**config.mk**
```make
export PLATFORM = sky130hd
export DESIGN_NAME = tt_gold_store
export DESIGN_NICKNAME = d
export VERILOG_FILES = /design/src/rtl/tt_chk_pkg.sv /design/src/rtl/tt_gold_store.sv
export SDC_FILE = /design/constraint.sdc
export NUM_CORES = 1
export LEC_CHECK = 0
export BUFFER_PORTS_ARGS = -buffer_cell sky130_fd_sc_hd__buf_2
export CAP_MARGIN = 10
export CORE_MARGIN = 5
export CORE_UTILIZATION = 63
export CTS_CLUSTER_SIZE = 16
export DETAILED_ROUTE_END_ITERATION = 8
export PLACE_DENSITY = 0.8
export SETUP_SLACK_MARGIN = 0.3
export SYNTH_ARGS = -nofsm -noshare
export SYNTH_HDL_FRONTEND = slang
export SYNTH_SLANG_ARGS = --single-unit
```
**constraint.sdc**
```tcl
create_clock -name clk -period 2.3 [get_ports clk]
set_clock_uncertainty 0.1 [all_clocks]
set_input_delay 0.23 -clock clk [delete_from_list [all_inputs] [get_ports clk]]
set_output_delay 0.23 -clock clk [all_outputs]
set_load 0.01 [all_outputs]
```
**src/rtl/tt_chk_pkg.sv**
```systemverilog
`default_nettype none
// ============================================================================
// Module      : tt_chk_pkg
// Description : Shared constants and types for the truth-table sweep checker.
//               N_IN    - netlist input count
//               TT_BITS - golden table depth (2^N_IN)
//               CNT_W   - width of the result counters (holds 0..TT_BITS)
//               tt_state_e - checker state encoding
// Revision    : 1.0 - initial release
// ============================================================================
package tt_chk_pkg;

  localparam int N_IN    = 8;
  localparam int TT_BITS = 1 << N_IN;
  localparam int CNT_W   = N_IN + 1;

  typedef enum logic [1:0] {
    IDLE  = 2'd0,
    LOAD  = 2'd1,
    SWEEP = 2'd2,
    DONE  = 2'd3
  } tt_state_e;

endpackage : tt_chk_pkg
`default_nettype wire

```
**src/rtl/tt_gold_store.sv**
```systemverilog
`default_nettype none
// ============================================================================
// Module      : tt_gold_store
// Description : Golden truth-table storage. One bit per minterm, written by
//               index during load, read combinationally by index during sweep.
//               Contents are deliberately not reset: a fresh load always
//               precedes any sweep, so reset flops would add nothing.
// Ports       : clk    - clock, rising edge
//               wr_en  - write strobe
//               wr_idx - write minterm index
//               wr_bit - golden bit to store
//               rd_idx - read minterm index
//               rd_bit - stored golden bit at rd_idx
// Revision    : 1.0 - initial release
// ============================================================================
module tt_gold_store
  import tt_chk_pkg::*;
(
  input  logic            clk,
  input  logic            wr_en,
  input  logic [N_IN-1:0] wr_idx,
  input  logic            wr_bit,
  input  logic [N_IN-1:0] rd_idx,
  output logic            rd_bit
);

  logic [TT_BITS-1:0] r_table;

  always_ff @(posedge clk) begin
    if (wr_en) begin
      r_table[wr_idx] <= wr_bit;
    end
  end

  assign rd_bit = r_table[rd_idx];

endmodule : tt_gold_store
`default_nettype wire

```
==> flow_metrics.env <==
export IMPL_htree_num_levels=1
export IMPL_hpwl_um=16000
export IMPL_cp_top_family="multiplexers"
export IMPL_setup_viol=1
export IMPL_cts_sinks=256
export IMPL_hold_viol=0
export IMPL_syn_area_per_cell_um2=14.2
export IMPL_rsz0062_at_grt="yes"
export IMPL_yosysSeqAreaShare=0.686
export IMPL_cp_slowest_cell="mux4_2"
export IMPL_status="complete, but fails checks"
export IMPL_fill_cells=1048
export IMPL_cp_max_fo=1
export IMPL_crit_chain="mux4_2 -> mux4_2 -> mux2i_2 -> nor2_1 -> o21ai_2 -> a22oi_2 -> buf_2"
export IMPL_failed_checks="negative setup slack"
export IMPL_antenna_found_initial=0
export IMPL_crit_required_ps=1970
export IMPL_synth_edf_count=256
export IMPL_firstDrtPassIters=5
export IMPL_clk_path_buf_depth=3
export IMPL_p_per_area_nw_per_um2=792
export IMPL_synth_area_leaders="edfxtp_1 69%, nor2_1 9.0%, mux4_2 8.4%, mux2i_1 5.1%, clkbuf_1 1.1%"
export IMPL_synthFlopType="edfxtp_1"
export IMPL_max_slew_margin=0.519
export IMPL_cpMostUsedCell="mux4_2"
export IMPL_vias=7006
export IMPL_synth_async_reset_ratio=0
export IMPL_critPathLaunch="r_table[246]"
export IMPL_synthCells=788
export IMPL_grt_max_degree=111
export IMPL_grt_pass1_wl_um=41500
export IMPL_drive_gt1_frac=0.197
export IMPL_fin_ws_ps=-657
export IMPL_setup_tns_ps=-657
export IMPL_final_cells=1084
export IMPL_peakVddDrop_mv=0.654
export IMPL_cp_depth=7
export IMPL_fmax_mhz=338
export IMPL_criticalPathCategory="reg -> out"
export IMPL_yosysWarnings=0
export IMPL_final_common_cell="nor2_1"
export IMPL_core_area_um2=17400
export IMPL_drv_cap=0
export IMPL_wl_per_cell_um=24.6
export IMPL_worst_slew_pin_slew_ps=719
export IMPL_wirelength_um=26700
export IMPL_fin_crit_ps=2960
export IMPL_overflow=0
export IMPL_min_period_over_period=1.29
export IMPL_antennaDiodeCount=0
export IMPL_path_buf_inv=1
export IMPL_placed_cells_incl_taps=1036
export IMPL_drtIter0Drc=828
export IMPL_largest_register="r_table"
export IMPL_start_util=0.645
export IMPL_min_path_type="in -> reg"
export IMPL_num_rows=48
export IMPL_syn_area_um2=11200
export IMPL_cts_root_buf="clkbuf_16"
export IMPL_crit_end="rd_bit"
export IMPL_crit_path_end_kind="output port"
export IMPL_synth_nets=807
export IMPL_cpPeakStageDelay_ps=500
export IMPL_cts_tree="done"
export IMPL_cts_setup_buffers=0
export IMPL_syn2layout_area_growth_pct=14.1
export IMPL_synth_cell_types=43
export IMPL_die_h_um=143
export IMPL_ant_nets=0
export IMPL_drcViolationCount=0
export IMPL_crit_path_start_kind="register"
export IMPL_io_buffer_count=19
export IMPL_grt_use_total=0.271
export IMPL_nets=859
export IMPL_clkTransAtPathRegs_ps=60
export IMPL_numCtsBuffers=26
export IMPL_pin_count=20
export IMPL_mostFrequentLayoutCells="269 x nor2_1, 256 x edfxtp_1, 56 x mux2i_1"
export IMPL_largestRegisters="r_table (256)"
export IMPL_largest_reg_flops=256
export IMPL_routabilityCongestion=0.848
export IMPL_yosysTopAreaCellShare=0.686
export IMPL_synth_area_leader_cell="edfxtp_1"
export IMPL_arrival_ps=2630
export IMPL_power_w=0.0101
export IMPL_vias_per_cell=6.46
export IMPL_die_area_um2=20500
export IMPL_die_x_um=143
export IMPL_drv_slew=0
export IMPL_grt_pass1_vias=7398
export IMPL_yosys_register_bits=256
export IMPL_power_leakage_nw=4.09
## layout make-up
type / instances / area [um2] / share of cell area
inverters: 1 / 3.75 / 0.000294
repair buffers: 81 / 687 / 0.0538
clock inverters: 17 / 204 / 0.0160
well taps: 225 / 282 / 0.0220
multi-input cells: 474 / 3230 / 0.253
flip-flops and latches: 256 / 7690 / 0.602
clock buffers: 30 / 687 / 0.0538
## metrics by stage
step / utilization / instance area (um2) / hold slack (ps) / setup WS (ps)
final: 0.736 / 12800 / 142 / -657
after detailed placement: 0.683 / 11900 / 491 / -383
after global placement: 0.683 / 11900 / 482 / -302
after CTS: 0.736 / 12800 / 131 / -647
after global routing: 0.736 / 12800 / 167 / -675
after floorplan: - / 11200 / 229 / 229
## worst min-delay path by stage
stage	from	endpoint	slack (ps)	cells past startpoint
2_1_floorplan	wr_bit	r_table[0]	230	0
3_3_place_gp	wr_bit	r_table[253]	480	1
3_5_place_dp	wr_bit	r_table[252]	490	1
4_1_cts	wr_idx[2]	r_table[232]	130	4
5_1_grt	wr_idx[2]	r_table[232]	170	4
6_report	wr_idx[2]	r_table[232]	140	4
## tightest hold or removal path, stage by stage
cell     delay (ps)
buf_2           110
nor2_1           80
nand2_1         120
nor2_1           60
## Yosys cell counts, types with 5 or more instances
cell and count:
nand3_1 11, buf_6 6, nand2_1 23, mux2i_1 57
o22ai_1 15, nor2_1 269, buf_2 9, mux4_2 42
nor2b_1 6, o22a_1 6, clkbuf_1 34, buf_4 5
edfxtp_1 256
## metal layers
layer  track usage  share of wire
met5             0              0
met4         0.104          0.039
met3        0.0459           0.10
met2         0.458           0.51
met1         0.357           0.36
## report_power, final
| part | internal (W) | total (W) | leakage, nW | switching, W |
|---|---|---|---|---|
| Sequential | 0.00514 | 0.00514 | 2.30 | 0.00000272 |
| Clock | 0.00269 | 0.00438 | 0.442 | 0.00169 |
| Combinational | 0.000240 | 0.000599 | 1.35 | 0.000359 |
| Total | 0.00807 | 0.0101 | 4.09 | 0.00205 |
## repair_timing
item / CTS / global route
pin swaps: 2 / 0
endpoints found under the hold margin: 25 / 0
resized for setup: 5 / 0
endpoints found under the setup margin: 1 / 1
hold buffers: 1 / 0
## kinds of logic after synthesis
kind of cell,count (synthesis),synth area share
simple gates,325,0.116
flops,256,0.686
mux,101,0.137
buf+inv,58,0.0281
compound gates,48,0.0326
Power figures use the tool's default switching activity.
